## src/rtl/demux_destino.sv

```systemverilog
// demux_destino: egress demultiplexer that routes upstream words to one of four destination FIFOs.
// Latency: a pop_in in cycle N gives a push in cycle N+2 when the destination is not almost full.
// Backpressure: the head word waits on its destination's almost_full and blocks all destinations.
//
// Ports:
//   clk, reset        rising-edge clock, synchronous active-high reset
//   state             top-level FSM state; new reads only when state == STATE_ACTIVE
//   empty_in          upstream FIFO empty
//   data_in           upstream read data, valid the cycle after pop_in
//   pop_in            upstream read strobe (combinational)
//   almost_full0..3   destination FIFO k almost full
//   push0..3          destination FIFO k write strobe (combinational)
//   data_out0..3      destination FIFO k write data (zero when the head word is not for k)
//   cnt0..3           wrapping count of words pushed to destination k
//   idle              nothing held in the block and no read in flight
module demux_destino #(
  parameter int unsigned DATA_WIDTH   = 6,
  parameter logic [3:0]  STATE_ACTIVE = 4'b0100,
  parameter int unsigned CNT_WIDTH    = 8
) (
  input  logic                  clk,
  input  logic                  reset,
  input  logic [3:0]            state,
  input  logic                  empty_in,
  input  logic [DATA_WIDTH-1:0] data_in,
  output logic                  pop_in,
  input  logic                  almost_full0,
  input  logic                  almost_full1,
  input  logic                  almost_full2,
  input  logic                  almost_full3,
  output logic                  push0,
  output logic                  push1,
  output logic                  push2,
  output logic                  push3,
  output logic [DATA_WIDTH-1:0] data_out0,
  output logic [DATA_WIDTH-1:0] data_out1,
  output logic [DATA_WIDTH-1:0] data_out2,
  output logic [DATA_WIDTH-1:0] data_out3,
  output logic [CNT_WIDTH-1:0]  cnt0,
  output logic [CNT_WIDTH-1:0]  cnt1,
  output logic [CNT_WIDTH-1:0]  cnt2,
  output logic [CNT_WIDTH-1:0]  cnt3,
  output logic                  idle
);

  // ---------------------------------------------------------------------------
  // State
  // ---------------------------------------------------------------------------
  // rd_pending: a pop was issued last cycle, so data_in carries a word now.
  // hold: head-of-line word presented to the destinations.
  // skid: catches a word that arrives while hold is stalled.
  logic                           rd_pending_q, rd_pending_d;
  logic                           hold_valid_q, hold_valid_d;
  logic                           skid_valid_q, skid_valid_d;
  logic [DATA_WIDTH-1:0]          hold_data_q,  hold_data_d;
  logic [DATA_WIDTH-1:0]          skid_data_q,  skid_data_d;
  logic [3:0][CNT_WIDTH-1:0]      cnt_q,        cnt_d;

  // ---------------------------------------------------------------------------
  // Combinational control
  // ---------------------------------------------------------------------------
  logic       go;
  logic [1:0] occ;
  logic [1:0] occ_after;
  logic [1:0] dest;
  logic [3:0] af_vec;
  logic       drain;
  logic       hold_free;
  logic [3:0] push_vec;

  assign go     = (state == STATE_ACTIVE);
  assign af_vec = {almost_full3, almost_full2, almost_full1, almost_full0};
  assign dest   = hold_data_q[DATA_WIDTH-1 -: 2];

  // Words owned by this block: one in flight from the FIFO plus up to two stored.
  assign occ = 2'(rd_pending_q) + 2'(hold_valid_q) + 2'(skid_valid_q);

  // Reset suppresses strobes so a held word is discarded rather than pushed
  // in the very cycle reset is asserted.
  assign drain = hold_valid_q & ~af_vec[dest] & ~reset;

  // drain implies hold_valid_q, so occ >= drain and this never underflows.
  assign occ_after = occ - 2'(drain);

  // A new read is allowed only if, after this cycle's drain, a storage slot
  // is still free for the word it returns next cycle.
  assign pop_in = go & ~empty_in & ~reset & (occ_after < 2'd2);

  assign push_vec = drain ? (4'b0001 << dest) : 4'b0000;

  assign hold_free = ~hold_valid_q | drain;

  // ---------------------------------------------------------------------------
  // Capture / shift of hold and skid
  // ---------------------------------------------------------------------------
  // Order is kept by always refilling hold from skid first: skid always holds
  // a word that was read before the one currently arriving on data_in.
  always_comb begin
    rd_pending_d = pop_in;
    hold_valid_d = hold_valid_q;
    hold_data_d  = hold_data_q;
    skid_valid_d = skid_valid_q;
    skid_data_d  = skid_data_q;

    if (hold_free) begin
      if (skid_valid_q) begin
        hold_valid_d = 1'b1;
        hold_data_d  = skid_data_q;
        skid_valid_d = rd_pending_q;
        if (rd_pending_q) begin
          skid_data_d = data_in;
        end
      end else if (rd_pending_q) begin
        hold_valid_d = 1'b1;
        hold_data_d  = data_in;
      end else begin
        hold_valid_d = 1'b0;
      end
    end else if (rd_pending_q) begin
      // Hold is stalled; the occupancy limit on pop_in guarantees skid is free.
      skid_valid_d = 1'b1;
      skid_data_d  = data_in;
    end
  end

  // ---------------------------------------------------------------------------
  // Push counters (wrap naturally at 2^CNT_WIDTH)
  // ---------------------------------------------------------------------------
  always_comb begin
    cnt_d = cnt_q;
    for (int k = 0; k < 4; k++) begin
      if (push_vec[k]) begin
        cnt_d[k] = cnt_q[k] + {{(CNT_WIDTH-1){1'b0}}, 1'b1};
      end
    end
  end

  // ---------------------------------------------------------------------------
  // Registers
  // ---------------------------------------------------------------------------
  always_ff @(posedge clk) begin
    if (reset) begin
      rd_pending_q <= 1'b0;
      hold_valid_q <= 1'b0;
      skid_valid_q <= 1'b0;
      hold_data_q  <= '0;
      skid_data_q  <= '0;
      cnt_q        <= '0;
    end else begin
      rd_pending_q <= rd_pending_d;
      hold_valid_q <= hold_valid_d;
      skid_valid_q <= skid_valid_d;
      hold_data_q  <= hold_data_d;
      skid_data_q  <= skid_data_d;
      cnt_q        <= cnt_d;
    end
  end

  // ---------------------------------------------------------------------------
  // Outputs
  // ---------------------------------------------------------------------------
  assign push0 = push_vec[0];
  assign push1 = push_vec[1];
  assign push2 = push_vec[2];
  assign push3 = push_vec[3];

  // Only the addressed destination sees the head word; others see zero.
  assign data_out0 = (dest == 2'd0) ? hold_data_q : '0;
  assign data_out1 = (dest == 2'd1) ? hold_data_q : '0;
  assign data_out2 = (dest == 2'd2) ? hold_data_q : '0;
  assign data_out3 = (dest == 2'd3) ? hold_data_q : '0;

  assign cnt0 = cnt_q[0];
  assign cnt1 = cnt_q[1];
  assign cnt2 = cnt_q[2];
  assign cnt3 = cnt_q[3];

  assign idle = (occ == 2'd0);

  // ---------------------------------------------------------------------------
  // Structural invariants
  // ---------------------------------------------------------------------------
  a_one_push : assert property (@(posedge clk) disable iff (reset) $onehot0(push_vec));
  a_no_ovf   : assert property (@(posedge clk) disable iff (reset)
                                !(rd_pending_q && skid_valid_q && !hold_free));
  a_occ_max  : assert property (@(posedge clk) disable iff (reset) occ != 2'd3);

endmodule

```

## config.mk

```make
export PLATFORM = sky130hd
export DESIGN_NAME = demux_destino
export DESIGN_NICKNAME = d
export VERILOG_FILES = /design/src/rtl/demux_destino.sv
export SDC_FILE = /design/constraint.sdc
export NUM_CORES = 1
export LEC_CHECK = 0
export CORE_ASPECT_RATIO = 1.1
export CORE_MARGIN = 2
export CORE_UTILIZATION = 48
export CTS_BUF_LIST = sky130_fd_sc_hd__clkbuf_8
export DETAILED_ROUTE_END_ITERATION = 8
export GPL_TIMING_DRIVEN = 1
export PLACE_DENSITY = 0.8
export RECOVER_POWER = 100
export SLEW_MARGIN = 20
export SYNTH_ARGS = -nofsm -noshare
export SYNTH_HDL_FRONTEND = slang
export SYNTH_SLANG_ARGS = --single-unit
```

## constraint.sdc

```tcl
create_clock -name clk -period 2 [get_ports clk]
set_input_delay 0.4 -clock clk [delete_from_list [all_inputs] [get_ports clk]]
set_output_delay 0.4 -clock clk [all_outputs]
set_load 0.02 [all_outputs]
```

==> results of run 1 <==
worst reg2reg max path, cell delays in order, from the launching register on:
cell,delay (ps)
dfxtp_1,350
buf_4,160
or4b_1,560
clkbuf_2,230
or4_4,550
a21oi_2,140
layer usage:
layer,track usage (%),up-vias,wire length (µm)
li1,-,1235,-
met1,26.6,1199,2790
met2,40.5,53,3410
met3,5.02,4,237
met4,7.41,0,55
met5,0,-,0
final timing paths:
check | cells after the start | from | endpoint | slack (ps)
min reg2reg | 2 | skid_data_q[1]$_SDFFE_PP0P_ | skid_data_q[1]$_SDFFE_PP0P_ | 460
min | 2 | skid_data_q[1]$_SDFFE_PP0P_ | skid_data_q[1]$_SDFFE_PP0P_ | 460
max reg2reg | 5 | hold_data_q[4]$_SDFFE_PP0P_ | cnt2[5]$_SDFFE_PP0P_ | -40
max | 5 | rd_pending_q$_SDFF_PP0_ | pop_in | -200
layout make-up:
cell class / instances / area [µm²]
clock buffers: 6 / 82.6
clock inverters: 2 / 35.0
fillers: 409 / 1440
inverters: 8 / 30.0
multi-input cells: 220 / 1470
flip-flops and latches: 47 / 946
well taps: 58 / 72.6
repair buffers: 113 / 956
flip-flops by register name, summed over array words and instances (netlist names):
signal and cells:
cnt1 8, cnt3 8, skid_data_q 6, cnt2 8, cnt0 8, hold_valid_q 1, rd_pending_q 1, hold_data_q 6
skid_valid_q 1
through the flow:
step	util (%)	instances	setup slack (ps)	hold slack [ps]	power [mW]
3_3_place_gp	69.4	441	-718	439	1.09
6_report	71.4	454	-197	459	1.79
2_1_floorplan	-	298	40.9	431	1.03
4_1_cts	71.5	451	-206	466	1.80
3_5_place_dp	69.4	441	-769	452	1.09
5_1_grt	71.4	454	-244	487	1.85
cell usage after synthesis, drive strengths merged, types with 3 or more instances:
library cell  number  area share [%]
nor3              10             2.0
nor4              12             3.6
nand3              6             1.2
and3               4            0.99
and2              14             3.5
ha                 6             3.0
nor4b              4             1.4
or3                7             1.7
clkbuf            10             1.5
dfxtp             47              37
buf               13             3.0
a21oi             11             2.2
a31oi              8             2.2
o21ai              9             1.9
nand2             29             4.3
mux2               9             4.0
inv                8             1.2
or2                3            0.74
nor2              25             3.7
mux2i              9             3.6
nor2b              5             1.2
nand4              5             1.2
xnor2             14             4.9
report_power, final:
part           total (mW)  switching (mW)  internal (mW)  leakage, nW
logic               0.126          0.0649         0.0608         1.10
registers           0.940         0.00260          0.937        0.381
clock network       0.722           0.318          0.405       0.0612
what timing repair did:
action                                  in CTS  in global routing
gates resized for setup                     54                 14
pin swaps                                    3                  6
setup buffers                                2                  3
hold buffers                                 0                  0
endpoints found under the setup margin      29                 14
cell families (layout without fill, tap and decap cells):
group / Yosys count / after routing / synth area share (%)
xor+xnor: 14 / 14 / 4.86
mux: 18 / 18 / 7.59
flops: 47 / 47 / 37.3
buf+inv: 31 / 129 / 5.70
compound gates: 41 / 41 / 10.6
fa+ha+maj: 7 / 7 / 3.77
simple gates: 136 / 136 / 30.0
other cells: 1 / 4 / 0.149
==> results_dict.tcl, run 1 <==
set metrics [dict create \
    crit_arrival_ps 1800 \
    drtIter0Drc 93 \
    most-common-layout-cells "dfxtp_1, dlygate4sd3_1, nand2_1" \
    syn_area_um2 2520 \
    core-area_um2 5030 \
    hold_viol 0 \
    rsz0062_at_grt "yes" \
    worstPathCellList "fa_1 -> nor4_1 -> buf_4 -> nor3_2 -> buf_4" \
    hold_class "reg -> reg" \
    synth_edf_count 0 \
    dieArea_um2 5850 \
    grt_pass1_wl_um 10600 \
    grt_use_total_pct 22.7 \
    via_count 2491 \
    leakagePower_nw 1.55 \
    slowest_delay_ps 510 \
    syn_to_final_growth_pct 42.3 \
    portBuffers 74 \
    clock_sinks 47 \
    startpoint_type "flip-flop" \
    drc 0 \
    seq_area_frac_synth_pct 37.3 \
    cellPowerDensity_nw_per_um2 498 \
    detailedRoute.firstPassIterationCount 4 \
    skew_ps 3.89 \
    grt_max_degree 22 \
    cts_tree "built" \
    avgViaCountPerCell 5.49 \
    fin_crit_ps 2200 \
    setup_violations 4 \
    num_rows 27 \
    violations "negative setup slack" \
    start_util_pct 50.1 \
    die_y_um 80.1 \
    place_congestion 0.825 \
    syn_avg_cell_area_um2 8.55 \
    hpwlAfterDp_um 4790 \
    yosysUniqueCellTypes 52 \
    crit_slowest_cell "fa_1" \
    layout_commonest_cell "dfxtp_1" \
    die_x_um 73.1 \
    slew_violations 0 \
    yosys_register_bits 47 \
    numCtsBuffers 5 \
    async_reset_ff_share_pct 0 \
    cp_max_fo 3 \
    io_pins 79 \
    fin_area_um2 3590 \
    fin_ws_ps -197 \
    fin_nets 419 \
    maxCapViolations 0 \
    end_kind "primary output" \
    irDropWorstVdd_mv 0.596 \
    postSynthCellCount 295 \
    dpl_cell_area_um2 3490 \
    worstSetupPathType "reg -> out" \
    antenna_left 0 \
    max_freq_mhz 455 \
    root_buffer "clkbuf_8" \
    path_clk_slew_ps 80 \
    period_share_pct 110 \
    status "finished, violations left" \
    routed_wl_um 6490 \
    grt_pass1_vias 2335 \
    ctsLongestPathBuffers 2 \
    setup_tns_ps -399 \
    crit_top_cell "buf_4" \
    critPathBufInv 2 \
    yosysWarningCount 0 \
    clock_latency_ps 300 \
    grt_antenna_before_repair 0 \
    ys.flop_type "dfxtp_1" \
    num_antenna_cells 0 \
    critical_path.top_delay_family "adder cells" \
    drive_gt1_share_pct 18.9 \
    crit_required_ps 1600 \
    avgRoutedWirePerCell_um 14.3 \
    ctsHtreeMaxLevel 2 \
    grt_remaining_overflow 0 \
]
Note: power is estimated with default switching activity, not from simulation.
==> run 2, diff against run 1 <==
--- a/config.mk
+++ b/config.mk
@@ -7,11 +7,12 @@
 export LEC_CHECK = 0
 export CORE_ASPECT_RATIO = 1.1
 export CORE_MARGIN = 2
-export CORE_UTILIZATION = 48
+export CORE_UTILIZATION = 53
 export CTS_BUF_LIST = sky130_fd_sc_hd__clkbuf_8
 export DETAILED_ROUTE_END_ITERATION = 8
+export DONT_BUFFER_PORTS = 1
 export GPL_TIMING_DRIVEN = 1
-export PLACE_DENSITY = 0.8
+export PLACE_DENSITY = 0.69
 export RECOVER_POWER = 100
 export SLEW_MARGIN = 20
 export SYNTH_ARGS = -nofsm -noshare
==> run 2 against run 1 <==
Net effect:
- the run still ends with negative setup slack left
- critical path depth is the same
- via count shrank 16%
- hold slack lost 300 ps
- power shrank 14%
- global-route usage shrank 3.2 points
- register-to-register slack gained 160 ps
==> results_dict.tcl, run 2 (synthesis gave the netlist of run 1 again) <==
set metrics [dict create \
    clock_sinks 47 \
    cellPowerDensity_nw_per_um2 560 \
    ctsLongestPathBuffers 2 \
    die_x_um 69.8 \
    layout_commonest_cell "dfxtp_1" \
    hold_class "in -> reg" \
    power_frac_seq_pct 60.9 \
    dieArea_um2 5330 \
    grt_use_total_pct 19.5 \
    via_count 2102 \
    min_from "reset" \
    detailedRoute.firstPassIterationCount 4 \
    maxCapViolations 0 \
    end_kind "primary output" \
    core-area_um2 4620 \
    startpoint_type "flip-flop" \
    routed_wl_um 5350 \
    fin_ws_ps -125 \
    leakagePower_nw 0.926 \
    grt_remaining_overflow 0 \
    rr_startpoint "hold_data_q[5]$_SDFFE_PP0P_" \
    num_antenna_cells 0 \
    swShare_pct 22.4 \
    grt_max_degree 50 \
    power_frac_clock_pct 35.4 \
    num_rows 26 \
    fin_nets 329 \
    place_congestion 0.751 \
    worstSetupPathType "reg -> out" \
    ctsHoldBuffers 0 \
    ctsHtreeMaxLevel 2 \
    die_y_um 76.4 \
    antenna_left 0 \
    irDropWorstVdd_mv 0.504 \
    root_buffer "clkbuf_8" \
    period_share_pct 106 \
    clock_latency_ps 300 \
    skew_ps 7.10 \
    status "finished, violations left" \
    grt_pass1_wl_um 8670 \
    combPwrFrac_pct 3.7 \
    path_clk_slew_ps 90 \
    p_int_mw 1.20 \
    fin_hold_ws_ps 157 \
    start_util_pct 54.6 \
    drive_gt1_share_pct 14.7 \
    max_freq_mhz 471 \
    rr_endpoint "skid_data_q[0]$_SDFFE_PP0P_" \
    crit_arrival_ps 1720 \
    hold_path_depth 1 \
    syn_to_final_growth_pct 9.12 \
    avgViaCountPerCell 5.81 \
    grt_antenna_before_repair 0 \
    grt_pass1_vias 1828 \
    slew_violations 0 \
    drc 0 \
    drtIter0Drc 105 \
    reg2reg_slack_ps 120 \
    numCtsBuffers 5 \
    avgRoutedWirePerCell_um 14.8 \
    cts_tree "built" \
    fill_cells 426 \
    cp_max_fo 6 \
    crit_required_ps 1600 \
    rr_worst_depth 7 \
    most-common-layout-cells "dfxtp_1, nand2_1, nor2_1" \
    slew_headroom_pct 64.3 \
    rsz0062_at_grt "yes" \
    portBuffers 0 \
    p_sw_mw 0.346 \
    setup_violations 3 \
    violations "negative setup slack" \
    hpwlAfterDp_um 3800 \
    holdPathEnd "cnt2[4]$_SDFFE_PP0P_" \
    hold_viol 0 \
    worst_pin_slew_ps 533 \
    setup_tns_ps -187 \
    fin_crit_ps 2120 \
    io_pins 79 \
]
==> run 2: changes by cell type in the layout (fill, tap and decap cells not counted), sizes merged <==
cell           change
dlygate4sd3       -32
buf               -23
dlygate4sd2       -22
clkdlybuf4s50     -13
bufinv             -1
clkinvlp           +1
dlymetal6s2s       -1
inv                +1
==> run 2: metrics by stage <==
stage	cell area, µm²	util, %	instances	power [mW]	setup slack (ps)
after floorplan	2540	-	298	1.03	40.9
after global placement	2650	57.4	352	1.01	77.7
after global routing	2750	59.6	362	1.60	-212
after detailed placement	2650	57.4	352	1.01	28.9
after CTS	2750	59.5	360	1.55	-178
final	2750	59.6	362	1.54	-125
==> run 2: power groups by stage <==
stage	clock (mW)	combinational (mW)	sequential, mW
CTS	0.561	0.0528	0.940
finish	0.546	0.0572	0.939
global placement	0	0.0515	0.962
detailed placement	0	0.0521	0.962
floorplan	0	0.0654	0.961
global route	0.597	0.0628	0.940
==> run 2: worst max path at each step <==
| stage | endpoint | startpoint | cells past startpoint | slack (ps) |
|---|---|---|---|---|
| final | pop_in | hold_data_q[4]$_SDFFE_PP0P_ | 5 | -120 |
| after global routing | pop_in | hold_data_q[4]$_SDFFE_PP0P_ | 5 | -210 |
| after CTS | pop_in | skid_valid_q$_SDFFE_PP0P_ | 4 | -180 |
| after detailed placement | pop_in | hold_valid_q$_SDFFE_PP0P_ | 4 | 30 |
| after global placement | pop_in | hold_valid_q$_SDFFE_PP0P_ | 4 | 80 |
| after floorplan | pop_in | hold_data_q[4]$_SDFFE_PP0P_ | 6 | 40 |
==> run 2: what timing repair did <==
item                       in CTS  in global routing
buffers inserted                0                  2
resized for setup               5                 11
setup endpoints to repair       3                  7
pin swaps                       3                  2
==> run 2: layout make-up <==
| cell class | count | area [µm²] | area share (%) |
|---|---|---|---|
| Tap cell | 56 | 70.1 | 2.54 |
| Sequential cell | 47 | 950 | 34.5 |
| Timing Repair Buffer | 23 | 128 | 4.63 |
| Multi-Input combinational cell | 220 | 1490 | 54.2 |
| Inverter | 8 | 31.3 | 1.14 |
| Clock buffer | 5 | 68.8 | 2.50 |
| Clock inverter | 3 | 12.5 | 0.454 |
==> run 2: worst max-delay path, cell delays in order (launching register included) <==
cell and delay [ps]:
dfxtp_2 350, and3b_1 220, or2_4 250, o31a_1 320, nor3_2 120, buf_4 160
==> run 2: metal layers <==
metal / track usage [%] / up-vias / share of wire, %
met4: 4.62 / 0 / 0.88
met3: 6.61 / 4 / 7.7
met1: 25.6 / 988 / 46
met2: 30.9 / 57 / 46
met5: 0 / - / 0
li1: - / 1053 / -
==> run 3, diff against run 2 <==
--- a/config.mk
+++ b/config.mk
@@ -12,6 +12,7 @@
 export DETAILED_ROUTE_END_ITERATION = 8
 export DONT_BUFFER_PORTS = 1
 export GPL_TIMING_DRIVEN = 1
+export HOLD_SLACK_MARGIN = 0.08
 export PLACE_DENSITY = 0.69
 export RECOVER_POWER = 100
 export SLEW_MARGIN = 20
==> results of run 3 <==
Final layout, timing and power as in run 2 (identical DEF).
